[config.mk]
export PLATFORM = sky130hd
export DESIGN_NAME = parallel_to_serial_buf
export DESIGN_NICKNAME = d
export VERILOG_FILES = /design/src/rtl/parallel_to_serial_buf_pkg.sv /design/src/rtl/parallel_to_serial_buf_hold_buf.sv /design/src/rtl/parallel_to_serial_buf.sv
export SDC_FILE = /design/constraint.sdc
export NUM_CORES = 1
export LEC_CHECK = 0
export BUFFER_PORTS_ARGS = -buffer_cell sky130_fd_sc_hd__buf_2
export CAP_MARGIN = 20
export CORE_MARGIN = 1
export CORE_UTILIZATION = 53
export DETAILED_ROUTE_END_ITERATION = 8
export GPL_TIMING_DRIVEN = 0
export PLACE_DENSITY = 0.75
export SETUP_SLACK_MARGIN = 0.4
export SLEW_MARGIN = 15
export SYNTH_ARGS = -nofsm -noshare
export SYNTH_HDL_FRONTEND = slang
export SYNTH_SLANG_ARGS = --single-unit
[constraint.sdc]
create_clock -name clk -period 2.2 [get_ports clk]
set_clock_uncertainty 0.1 [all_clocks]
set_input_delay 0.22 -clock clk [delete_from_list [all_inputs] [get_ports clk]]
set_output_delay 0.22 -clock clk [all_outputs]
set_load 0.05 [all_outputs]
[src/rtl/parallel_to_serial_buf_pkg.sv]
// Shared types and helpers for the parallel-to-serial buffer.
package p2s_pkg;

  typedef enum logic {
    P2S_IDLE  = 1'b0,
    P2S_SHIFT = 1'b1
  } p2s_state_e;

  function automatic int cnt_w(input int width);
    return (width <= 1) ? 1 : $clog2(width);
  endfunction

endpackage

[src/rtl/parallel_to_serial_buf_hold_buf.sv]
// One-entry skid buffer in front of the shifter; owns in_ready.
module p2s_hold_buf #(
  parameter int WIDTH = 8
) (
  input  logic             clk,
  input  logic             rst,
  input  logic             in_valid,
  output logic             in_ready,
  input  logic [WIDTH-1:0] p_data,
  input  logic             load_req,
  output logic             load_valid,
  output logic [WIDTH-1:0] load_data,
  output logic             hold_full
);

  logic [WIDTH-1:0] hold_reg_q, hold_reg_d;
  logic             hold_full_q, hold_full_d;
  logic             accept;

  assign in_ready  = !hold_full_q;
  assign hold_full = hold_full_q;
  assign accept    = in_valid & in_ready;

  // A held word always wins the reload slot; a fresh word only bypasses the hold when it is empty.
  always_comb begin
    hold_reg_d  = hold_reg_q;
    hold_full_d = hold_full_q;
    load_valid  = 1'b0;
    load_data   = p_data;
    if (load_req && hold_full_q) begin
      load_valid  = 1'b1;
      load_data   = hold_reg_q;
      hold_full_d = 1'b0;
    end else if (load_req && accept) begin
      load_valid = 1'b1;
    end else if (accept) begin
      hold_reg_d  = p_data;
      hold_full_d = 1'b1;
    end
  end

  always_ff @(posedge clk or negedge rst) begin
    if (!rst) begin
      hold_reg_q  <= '0;
      hold_full_q <= 1'b0;
    end else begin
      hold_reg_q  <= hold_reg_d;
      hold_full_q <= hold_full_d;
    end
  end

endmodule

[src/rtl/parallel_to_serial_buf.sv]
// Word-to-bit-stream serialiser with valid/ready on both sides and frame markers.
// Handshake: a transfer happens on a rising edge where valid & ready are both high; valid never waits on ready.
module parallel_to_serial_buf
  import p2s_pkg::*;
#(
  parameter int WIDTH     = 8,
  parameter bit MSB_FIRST = 1'b1
) (
  input  logic             clk,
  input  logic             rst,
  input  logic             in_valid,
  output logic             in_ready,
  input  logic [WIDTH-1:0] p_data,
  output logic             s_data,
  output logic             s_valid,
  input  logic             s_ready,
  output logic             frame_start,
  output logic             frame_end,
  output logic             empty,
  output p2s_state_e       dbg_state
);

  localparam int CW = cnt_w(WIDTH);
  localparam logic [CW-1:0] LAST_CNT = CW'(WIDTH - 1);

  p2s_state_e       state_q, state_d;
  logic [WIDTH-1:0] shift_q, shift_d;
  logic [CW-1:0]    bit_cnt_q, bit_cnt_d;
  logic             transfer, last_bit, load_req, load_valid, hold_full;
  logic [WIDTH-1:0] load_data;

  assign s_valid     = (state_q == P2S_SHIFT);
  assign transfer    = s_valid & s_ready;
  assign last_bit    = (bit_cnt_q == LAST_CNT);
  assign load_req    = (state_q == P2S_IDLE) | (transfer & last_bit);
  assign s_data      = MSB_FIRST ? shift_q[WIDTH-1] : shift_q[0];
  assign frame_start = (bit_cnt_q == '0) & s_valid;
  assign frame_end   = last_bit & s_valid;
  assign empty       = (state_q == P2S_IDLE) & !hold_full;
  assign dbg_state   = state_q;

  p2s_hold_buf #(.WIDTH(WIDTH)) u_hold (
    .clk        (clk),
    .rst        (rst),
    .in_valid   (in_valid),
    .in_ready   (in_ready),
    .p_data     (p_data),
    .load_req   (load_req),
    .load_valid (load_valid),
    .load_data  (load_data),
    .hold_full  (hold_full)
  );

  // Clearing the shifter on the way to IDLE keeps s_data at 0 while idle.
  always_comb begin
    state_d   = state_q;
    shift_d   = shift_q;
    bit_cnt_d = bit_cnt_q;
    if (load_valid) begin
      state_d   = P2S_SHIFT;
      shift_d   = load_data;
      bit_cnt_d = '0;
    end else if (transfer) begin
      if (last_bit) begin
        state_d   = P2S_IDLE;
        shift_d   = '0;
        bit_cnt_d = '0;
      end else begin
        shift_d   = MSB_FIRST ? (shift_q << 1) : (shift_q >> 1);
        bit_cnt_d = bit_cnt_q + CW'(1);
      end
    end
  end

  always_ff @(posedge clk or negedge rst) begin
    if (!rst) begin
      state_q   <= P2S_IDLE;
      shift_q   <= '0;
      bit_cnt_q <= '0;
    end else begin
      state_q   <= state_d;
      shift_q   <= shift_d;
      bit_cnt_q <= bit_cnt_d;
    end
  end

endmodule

* Word level (Yosys, flattened, before mapping)
Cells that the tools add are included.
Operators by class: multiplexer cells 15, eq/ne operators 2, bitwise gates (word level) 10, reductions and logical operators 10, $add $sub $neg 1
Operator list (number):
- 2-to-1 mux 8 bit | 4
- 2-to-1 mux 3 bit | 3
- 2-to-1 mux 1 bit | 8
- bitwise AND 1 bit | 6
- nonzero test 2 bit | 3
- AND reduction 2 bit | 2
- adder 3 x 1 -> 3 bit, second input constant | 1
- == test 3 bit, second input constant | 1
- logical NOT 3 bit | 1
- NOT 1 bit | 3
- AND reduction 3 bit | 1
- logical AND 1 bit | 2
- != test 2 x 1 -> 1 bit, second input constant | 1
- logical NOT 1 bit | 1
- bitwise OR 1 bit | 1
Storage, ports and cells: output and inout port bits 7, register bits after elaboration 21, bits of input ports 12

* Longest topological paths before layout
Gate-level depths: netlist of the first run.
depth in word-level cells 8, gate-level depth with buffers 6, gate-level depth less buffers 6

* Cells and area by module
A second synthesis of the first run with hierarchy kept.
Unflattened totals: cells, all modules 104, area total of the unflattened synthesis 1101.1 sq um
Modules (own cells, without submodules):
- parallel_to_serial_buf | area each 655.6 sq um, cells each 73, sequential area each 300.3 sq um, instances 1
- p2s_hold_buf | area each 445.4 sq um, cells each 31, sequential area each 225.2 sq um, instances 1

* Least setup slack after synthesis of the first run
No wires, ideal clock.
path type reg2out, start point reg state_q (netlist: dbg_state), end point out frame_start, data arrival time 2088 ps, required time 1880 ps, buffers on the path 0, setup slack -208 ps, cell stages (with the launch flop) 3, cell sequence dfrtp_1 inv_2 nor3b_1
On the way: word-level cells in the longest chain between the ends 1
RTL lines:
- from (decl) | RTL line parallel_to_serial_buf.sv:26 | p2s_state_e state_q, state_d;
- from (signal assigned) | RTL line parallel_to_serial_buf.sv:81 | state_q <= state_d;
- bitwise AND 1 bit | RTL line parallel_to_serial_buf.sv:37 | assign frame_start = (bit_cnt_q == '0) & s_valid;
- to (decl) | RTL line parallel_to_serial_buf.sv:17 | output logic frame_start,
Every way passes these cells.

* Worst setup path in the final report of the first run
start point reg bit_cnt_q[0], end point out frame_end
On the way: word-level cells in the longest chain between the ends 2
RTL lines:
- from (decl) | RTL line parallel_to_serial_buf.sv:28 | logic [CW-1:0] bit_cnt_q, bit_cnt_d;
- from (signal assigned) | RTL line parallel_to_serial_buf.sv:83 | bit_cnt_q <= bit_cnt_d;
- == test 3 bit | RTL line parallel_to_serial_buf.sv:34 | assign last_bit = (bit_cnt_q == LAST_CNT);
- bitwise AND 1 bit | RTL line parallel_to_serial_buf.sv:38 | assign frame_end = last_bit & s_valid;
- to (decl) | RTL line parallel_to_serial_buf.sv:18 | output logic frame_end,
Every way passes these cells.

==> results of run 1 <==
-- state kept, by name (all words and copies together), names as in the netlist --
| signal | cells |
|---|---|
| dbg_state | 1 |
| u_hold.hold_full | 1 |
| shift_q | 8 |
| bit_cnt_q | 3 |
| u_hold.hold_reg_q | 8 |
-- repair_timing --
item / CTS / global route
endpoints found under the setup margin: 2 / 5
hold endpoints to repair: 21 / 0
resized for setup: 3 / 4
hold buffers: 1 / 0
pin swaps: 0 / 0
-- synth_stat cells, drive strengths merged --
cell    count  share of area [%]
a21oi       9                5.0
a22o        6                5.0
a22oi       7                5.0
a31oi       1               0.59
buf         3                2.3
clkbuf      1               0.36
dfrtp      21                 50
ha          3                3.6
inv         7                2.5
mux2        9                 10
nand2       7                2.7
nand3       3                1.4
nand4       2                1.2
nor2       11                3.9
nor2b       2                1.2
nor3b       1               0.71
o21ai       6                2.8
o22ai       1                1.2
or2         1               0.83
-- routing by layer --
layer | vias to the layer above | track usage (%)
met3 | 4 | 2.35
met2 | 14 | 29.7
met4 | 0 | 12.0
met1 | 386 | 31.8
met5 | - | 0
li1 | 408 | -
-- kinds of logic (layout without fill, tap and decap cells) --
kind of cell / count (synthesis) / count (layout) / synth area share, %
buffers and inverters: 11 / 34 / 5.10
adders and majority gates: 3 / 3 / 3.56
AOI/OAI and AO/OA: 30 / 30 / 19.6
and+or+nand+nor: 27 / 27 / 12.0
muxes: 9 / 9 / 9.96
DFF: 21 / 21 / 49.8
-- report_power, final --
| part | leakage, nW | total (mW) | internal (mW) | switching [mW] |
|---|---|---|---|---|
| logic | 0.308 | 0.488 | 0.226 | 0.262 |
| clock network | 0.0177 | 0.187 | 0.0679 | 0.119 |
| registers | 0.242 | 0.604 | 0.520 | 0.0842 |
| total | 0.567 | 1.28 | 0.814 | 0.465 |
-- layout make-up --
type	instances	share of cell area (%)
multi-input cells	69	40.0
clock buffers	3	1.82
clock inverters	1	0.404
repair buffers	19	8.28
well taps	25	2.53
flip-flops and latches	21	42.5
inverters	7	2.12
plain buffers	4	2.32
-- per-stage QoR --
step                util (%)  setup WS [ps]  cell area, sq um  hold slack, ps
floorplan                  -            280              1060            -176
global placement        65.6            416              1180            97.4
detailed placement      65.6            406              1180            97.0
CTS                     68.5            425              1230            15.6
global route            68.8            372              1240            20.7
finish                  68.8            469              1240            24.0
-- final timing paths --
check                                      from              endpoint  cells after the start
min in group asynchronous                   rst            shift_q[4]                      2
max in group asynchronous                   rst             dbg_state                      2
setup / recovery                   bit_cnt_q[0]             frame_end                      5
setup reg to reg                   bit_cnt_q[0]  u_hold.hold_reg_q[0]                      5
hold / removal                        p_data[2]  u_hold.hold_reg_q[2]                      2
hold reg to reg            u_hold.hold_reg_q[6]  u_hold.hold_reg_q[6]                      1
-- cell usage in the layout (no fill, tap or decap), types with 2 or more instances in the layout --
cell       n
nand3_1    3
a22oi_1    7
clkbuf_4   3
buf_4      2
dfrtp_1   20
a21oi_1    7
buf_2     18
a21oi_2    2
nor2b_1    2
nand2_1    6
nand4_1    2
nor2_1    11
o21ai_1    2
inv_1      6
o21ai_0    4
a22o_1     6
mux2_1     8
==> impl_metrics.json, run 1 <==
{
  "cts_tree": "built",
  "die_w_um": 46.6,
  "vias": 812,
  "start_util_pct": 58.5,
  "hold_violations": 0,
  "grt_antenna_before_repair": 0,
  "criticalPathCategory": "flop to output pin",
  "area_growth_pct": 17.4,
  "die_h_um": 46.6,
  "finalPower_mw": 1.28,
  "syn_area_sq_um": 1050,
  "clock_path_buffers": 2,
  "die_area_sq_um": 2170,
  "leakagePower_nw": 0.567,
  "multi_input_area_sq_um": 495,
  "tightest_slew_ps": 463,
  "row_count": 15,
  "ys_types": 26,
  "slew_headroom_pct": 69.2,
  "setup_violations": 0,
  "cpPeakStageDelay_ps": 400,
  "top_layer": "met4",
  "grt_max_degree": 22,
  "diodes": 0,
  "grt_pass1_vias": 709,
  "synth-seq-area-share_pct": 49.8,
  "cp_data_arrival_time_ps": 1410,
  "dr.first_iter.drc_count": 19,
  "cap_violations": 0,
  "irDropWorstVdd_uv": 599,
  "post_cts_buffers": 0,
  "layout-drive-gt1-share_pct": 29.8,
  "cts_sinks": 21,
  "grtUsageTotal_pct": 21.4,
  "hpwl_um": 1400,
  "clock.fmax_ghz": 0.578,
  "syn-instance-count": 101,
  "gp_routability_congestion": 0.767,
  "drtPass1Iterations": 4,
  "avgSynthCellArea_sq_um": 10.4,
  "wl_met2_um": 886,
  "met3_length_um": 41,
  "num_io_pins": 19,
  "gr-total-overflow": 0,
  "cp_slowest_cell": "dfrtp_1",
  "synth_fp_nets": 116,
  "synth_seq_cells": 21,
  "outcome": "completed",
  "worstPathMaxFanout": 7,
  "wl_met1_um": 988,
  "r2r_setup_slack_ps": 520,
  "period_share_pct": 78.7,
  "rsz0062_at_grt": "true",
  "regArea_sq_um": 527,
  "clock_latency_ps": 310,
  "fin_setup_tns_ps": 0,
  "post_layout_nonfiller_instances": 149,
  "nFillCells": 155,
  "antenna_left": 0,
  "drt_wl_total_um": 1950,
  "numCtsBuffers": 3,
  "critical-path-top-delay-family": "flip-flops",
  "period_needed_ps": 1730,
  "power.density_nw_per_um2": 1030,
  "cp_num_buf_inv": 2,
  "coreArea_sq_um": 1800,
  "nets": 140,
  "wl_per_cell_um": 13.1,
  "end_kind": "output pin",
  "ys_warn_count": 0,
  "cts.reportedPaths.clkPinSlew_ps": 120,
  "grt_pass1_wl_um": 3180,
  "drcViolationCount": 0,
  "cts_max_level": 1,
  "hold_class": "input pin to flop",
  "crit_required_ps": 1880,
  "slew_violations": 0,
  "drt-vias-per-instance": 5.45,
  "portBuffers": 18,
  "root_buffer": "clkbuf_4",
  "cp-start-kind": "flop",
  "place_inst": 144,
  "cp_cell_sequence": "ha_2 -> ha_4 -> inv_1 -> nor2_1 -> buf_4"
}
Power figures use the tool's default switching activity.
==> run 2, diff against run 1 <==
- CORE_UTILIZATION: 53 -> 48
- PLACE_DENSITY: 0.75 -> 0.72
- clock period: 2.2 -> 1.5 ns (I/O delays scaled with it)
==> impl_metrics.json, run 2 (synthesis gave the netlist of run 1 again) <==
{
  "grt_max_degree": 22,
  "die_area_sq_um": 2390,
  "outcome": "complete, but fails checks",
  "drcViolationCount": 0,
  "cts_sinks": 21,
  "vias": 1001,
  "tightest_slew_ps": 483,
  "grt_antenna_before_repair": 0,
  "die_h_um": 48.9,
  "drt-vias-per-instance": 5.59,
  "fin_ws_ps": -135,
  "grt_pass1_vias": 1009,
  "min_from": "s_ready",
  "irDropWorstVdd_uv": 1130,
  "worstRegToRegCells": 5,
  "cp-start-kind": "flop",
  "diodes": 0,
  "grtUsageTotal_pct": 27.2,
  "holdPathEnd": "bit_cnt_q[0]",
  "regArea_sq_um": 529,
  "portBuffers": 18,
  "final_common_cell": "dfrtp_1",
  "cts_max_level": 1,
  "wl_per_cell_um": 16.8,
  "row_count": 16,
  "num_io_pins": 19,
  "dr.first_iter.drc_count": 20,
  "leakagePower_nw": 0.766,
  "r2r_setup_slack_ps": -130,
  "clock_latency_ps": 310,
  "r2r_end": "u_hold.hold_reg_q[1]",
  "period_needed_ps": 1630,
  "violations": "setup timing",
  "nFillCells": 87,
  "fin_setup_tns_ps": -1730,
  "die_w_um": 48.9,
  "start_util_pct": 52.2,
  "hold_class": "input pin to flop",
  "gp_routability_congestion": 0.719,
  "finalPower_mw": 2.30,
  "clock.fmax_ghz": 0.612,
  "worstPathMaxFanout": 2,
  "cts.reportedPaths.clkPinSlew_ps": 110,
  "setup_violations": 18,
  "power.density_nw_per_um2": 1300,
  "numCtsBuffers": 3,
  "slew_violations": 0,
  "area_growth_pct": 67.9,
  "mostFrequentLayoutCells": "20 x dfrtp_1, 13 x buf_4, 12 x buf_2, 10 x dlygate4sd3_1, 9 x buf_6",
  "clock_path_buffers": 2,
  "drtPass1Iterations": 4,
  "coreArea_sq_um": 2020,
  "cap_violations": 0,
  "criticalPathCategory": "flop to output pin",
  "cts_tree": "built",
  "root_buffer": "clkbuf_4",
  "drt_wl_total_um": 3010,
  "min_delay_path_depth": 3,
  "hpwl_um": 1470,
  "antenna_left": 0,
  "grt_pass1_wl_um": 4900,
  "layout-drive-gt1-share_pct": 54.6,
  "hold_violations": 0,
  "slew_headroom_pct": 67.8,
  "rsz0062_at_grt": "true",
  "r2r-start": "bit_cnt_q[1]",
  "crit_required_ps": 1250,
  "cp_data_arrival_time_ps": 1380,
  "end_kind": "output pin",
  "nets": 168,
  "gr-total-overflow": 0,
  "period_share_pct": 109,
  "reg_top3": "shift_q (8), u_hold.hold_reg_q (8), bit_cnt_q (3)",
  "multi_input_area_sq_um": 658
}
[run 2: changes by cell type in the layout (fill, tap and decap cells not counted), sizes merged]
| cell | change |
|---|---|
| buf | +20 |
| dlygate4sd3 | +9 |
| clkbuf | -1 |
| clkinvlp | +1 |
| inv | -1 |
[run 2: cell type report]
class,instances,area share [%]
multi-input cells,69,37.2
flip-flops and latches,21,29.9
repair buffers,47,24.6
plain buffers,4,2.61
inverters,7,2.26
well taps,27,1.91
clock buffers,3,1.27
clock inverters,1,0.283
[run 2: worst max path at each step]
stage                            to  slack [ps]         start
6_report                frame_start        -130  bit_cnt_q[1]
5_1_grt        u_hold.hold_reg_q[3]        -200  bit_cnt_q[1]
4_1_cts        u_hold.hold_reg_q[1]        -110  bit_cnt_q[1]
3_5_place_dp   u_hold.hold_reg_q[6]        -140  bit_cnt_q[0]
3_3_place_gp   u_hold.hold_reg_q[3]        -110  bit_cnt_q[0]
2_1_floorplan  u_hold.hold_reg_q[0]         -40  bit_cnt_q[0]
[run 2: timing repair]
| item | 4_1_cts | 5_1_grt |
|---|---|---|
| cloned | 1 | 0 |
| endpoints found under the setup margin | 28 | 28 |
| gates resized for setup | 45 | 8 |
| endpoints found under the hold margin | 30 | 0 |
| hold buffers | 10 | 0 |
| pin swaps | 16 | 9 |
| setup buffers | 16 | 2 |
[run 2: worst max-delay path, cell delays in order, from the launching register on]
cell and delay (ps):
dfrtp_1 430, inv_1 100, ha_2 190, nor3b_4 180, buf_6 180
[run 2: per-stage QoR]
step                      cells  area, sq um  hold WS [ps]  util [%]  worst slack, ps
after floorplan             101         1150          -246         -            -39.1
after global placement      146         1270          29.5      62.9             -108
after detailed placement    146         1270          36.0      62.9             -136
after CTS                   177         1720           117      85.2             -107
after global routing        179         1770           121      87.6             -197
final                       179         1770           122      87.6             -135
[run 2: per-layer routing]
layer  up-vias  global-route usage [%]  wire, um
li1        461                       -         -
met1       506                    36.4      1340
met2        30                    45.1      1510
met3         4                    4.67       131
met4         0                    7.84        24
met5         -                       0         0
[run 2: power by group]
group / total (mW) / internal [mW] / switching [mW]
Sequential: 0.917 / 0.762 / 0.155
Clock: 0.283 / 0.0997 / 0.184
Combinational: 1.09 / 0.559 / 0.536
Total: 2.30 / 1.42 / 0.874
==> run 3, diff against run 2 <==
- PLACE_DENSITY: 0.72 -> 0.77
==> impl_metrics.json, run 3 (synthesis gave the netlist of run 1 again) <==
{
  "outcome": "complete, but fails checks",
  "violations": "setup timing",
  "area_growth_pct": 69.5,
  "gp_routability_congestion": 0.763,
  "fin_hold_ws_ps": 161,
  "die_w_um": 48.9,
  "hold_class": "input pin to flop",
  "hold_violations": 0,
  "rsz0062_at_grt": "true",
  "power.density_nw_per_um2": 1330,
  "num_io_pins": 19,
  "final_common_cell": "dfrtp_1",
  "grt_antenna_before_repair": 0,
  "end_kind": "flop",
  "numCtsBuffers": 3,
  "cp_cell_sequence": "ha_2 -> ha_4 -> a21oi_4 -> nand2_4 -> mux2_1",
  "wl_per_cell_um": 18.9,
  "cts_max_level": 1,
  "mostFrequentLayoutCells": "20 x dfrtp_1, 19 x buf_4, 12 x buf_2, 10 x dlygate4sd3_1, 8 x buf_6",
  "clock_path_buffers": 2,
  "hpwl_um": 1500,
  "cts_sinks": 21,
  "row_count": 16,
  "irDropWorstVdd_uv": 1260,
  "root_buffer": "clkbuf_4",
  "grt_max_degree": 22,
  "multi_input_area_sq_um": 662,
  "finalPower_mw": 2.38,
  "drt_wl_total_um": 3480,
  "gr-total-overflow": 0,
  "cp-start-kind": "flop",
  "drcViolationCount": 0,
  "coreArea_sq_um": 2020,
  "crit_required_ps": 1600,
  "place_inst": 146,
  "diodes": 0,
  "regArea_sq_um": 529,
  "slew_headroom_pct": 67.9,
  "slew_violations": 0,
  "cts_tree": "built",
  "period_needed_ps": 1690,
  "drtPass1Iterations": 4,
  "cpPeakStageDelay_ps": 410,
  "grtUsageTotal_pct": 27.1,
  "layout-drive-gt1-share_pct": 57.3,
  "nets": 173,
  "dr.first_iter.drc_count": 29,
  "fin_ws_ps": -186,
  "portBuffers": 18,
  "cap_violations": 0,
  "die_area_sq_um": 2390,
  "cts.reportedPaths.clkPinSlew_ps": 120,
  "reg_top3": "shift_q (8), u_hold.hold_reg_q (8), bit_cnt_q (3)",
  "start_util_pct": 52.2,
  "tightest_slew_ps": 482,
  "cp_data_arrival_time_ps": 1780,
  "period_share_pct": 112,
  "antenna_left": 0,
  "worstPathMaxFanout": 8,
  "nFillCells": 91,
  "drt-vias-per-instance": 5.66,
  "clock_latency_ps": 300,
  "grt_pass1_vias": 999,
  "grt_pass1_wl_um": 4860,
  "clock.fmax_ghz": 0.593,
  "cp_slowest_cell": "dfrtp_1",
  "preCtsSetupSlack_ps": -150,
  "setup_violations": 21,
  "criticalPathCategory": "flop to flop",
  "die_h_um": 48.9,
  "post_layout_nonfiller_instances": 184,
  "leakagePower_nw": 0.790,
  "fin_setup_tns_ps": -2270,
  "vias": 1041
}
run 3: power by group:
| part | total (mW) | internal [mW] | switching (mW) |
|---|---|---|---|
| logic | 1.18 | 0.624 | 0.561 |
| registers | 0.918 | 0.763 | 0.155 |
| clock network | 0.279 | 0.0994 | 0.179 |
| total | 2.38 | 1.49 | 0.896 |
run 3: final cells by class:
class | count | share of cell area, %
clock inverter | 1 | 0.280
inverter | 7 | 2.24
timing repair buffer | 51 | 25.1
tap | 27 | 1.89
multi-input combinational | 70 | 37.0
sequential | 21 | 29.6
clock buffer | 3 | 1.26
buffer | 4 | 2.59
run 3: repair_timing:
action / 4_1_cts / 5_1_grt
hold endpoints to repair: 30 / 0
hold buffers: 10 / 0
gates resized for setup: 39 / 13
cloned: 2 / 0
buffers inserted: 17 / 5
setup endpoints to repair: 28 / 28
pin swaps: 5 / 10
run 3: worst paths after layout:
kind,startpoint,endpoint,slack [ps],cells after the start
setup reg to reg,bit_cnt_q[1],u_hold.hold_reg_q[5],-190,5
hold / removal,s_ready,bit_cnt_q[1],160,3
setup / recovery,bit_cnt_q[1],u_hold.hold_reg_q[5],-190,5
hold reg to reg,u_hold.hold_reg_q[2],u_hold.hold_reg_q[2],420,1
min in group asynchronous,rst,bit_cnt_q[2],220,2
max in group asynchronous,rst,dbg_state,710,2
run 3: metrics by stage:
stage / instance area, sq um / utilization, %
final: 1790 / 88.4
after global routing: 1790 / 88.4
after CTS: 1690 / 83.7
after detailed placement: 1270 / 62.9
after global placement: 1270 / 62.9
after floorplan: 1150 / -
run 3: critical path: cells and delay by family, from the launching register on:
| family | cells | cell delay [ps] |
|---|---|---|
| flops | 1 | 410 |
| compound gates | 1 | 180 |
| simple gates | 1 | 140 |
| mux | 1 | 340 |
| fa+ha+maj | 2 | 410 |
run 3: routing by layer:
| layer | routed length, um | track usage [%] | up-vias |
|---|---|---|---|
| met3 | 132 | 2.49 | 6 |
| met5 | 0 | 0 | - |
| met4 | 80 | 8.33 | 0 |
| li1 | - | - | 473 |
| met2 | 1780 | 48.4 | 36 |
| met1 | 1500 | 34.6 | 526 |
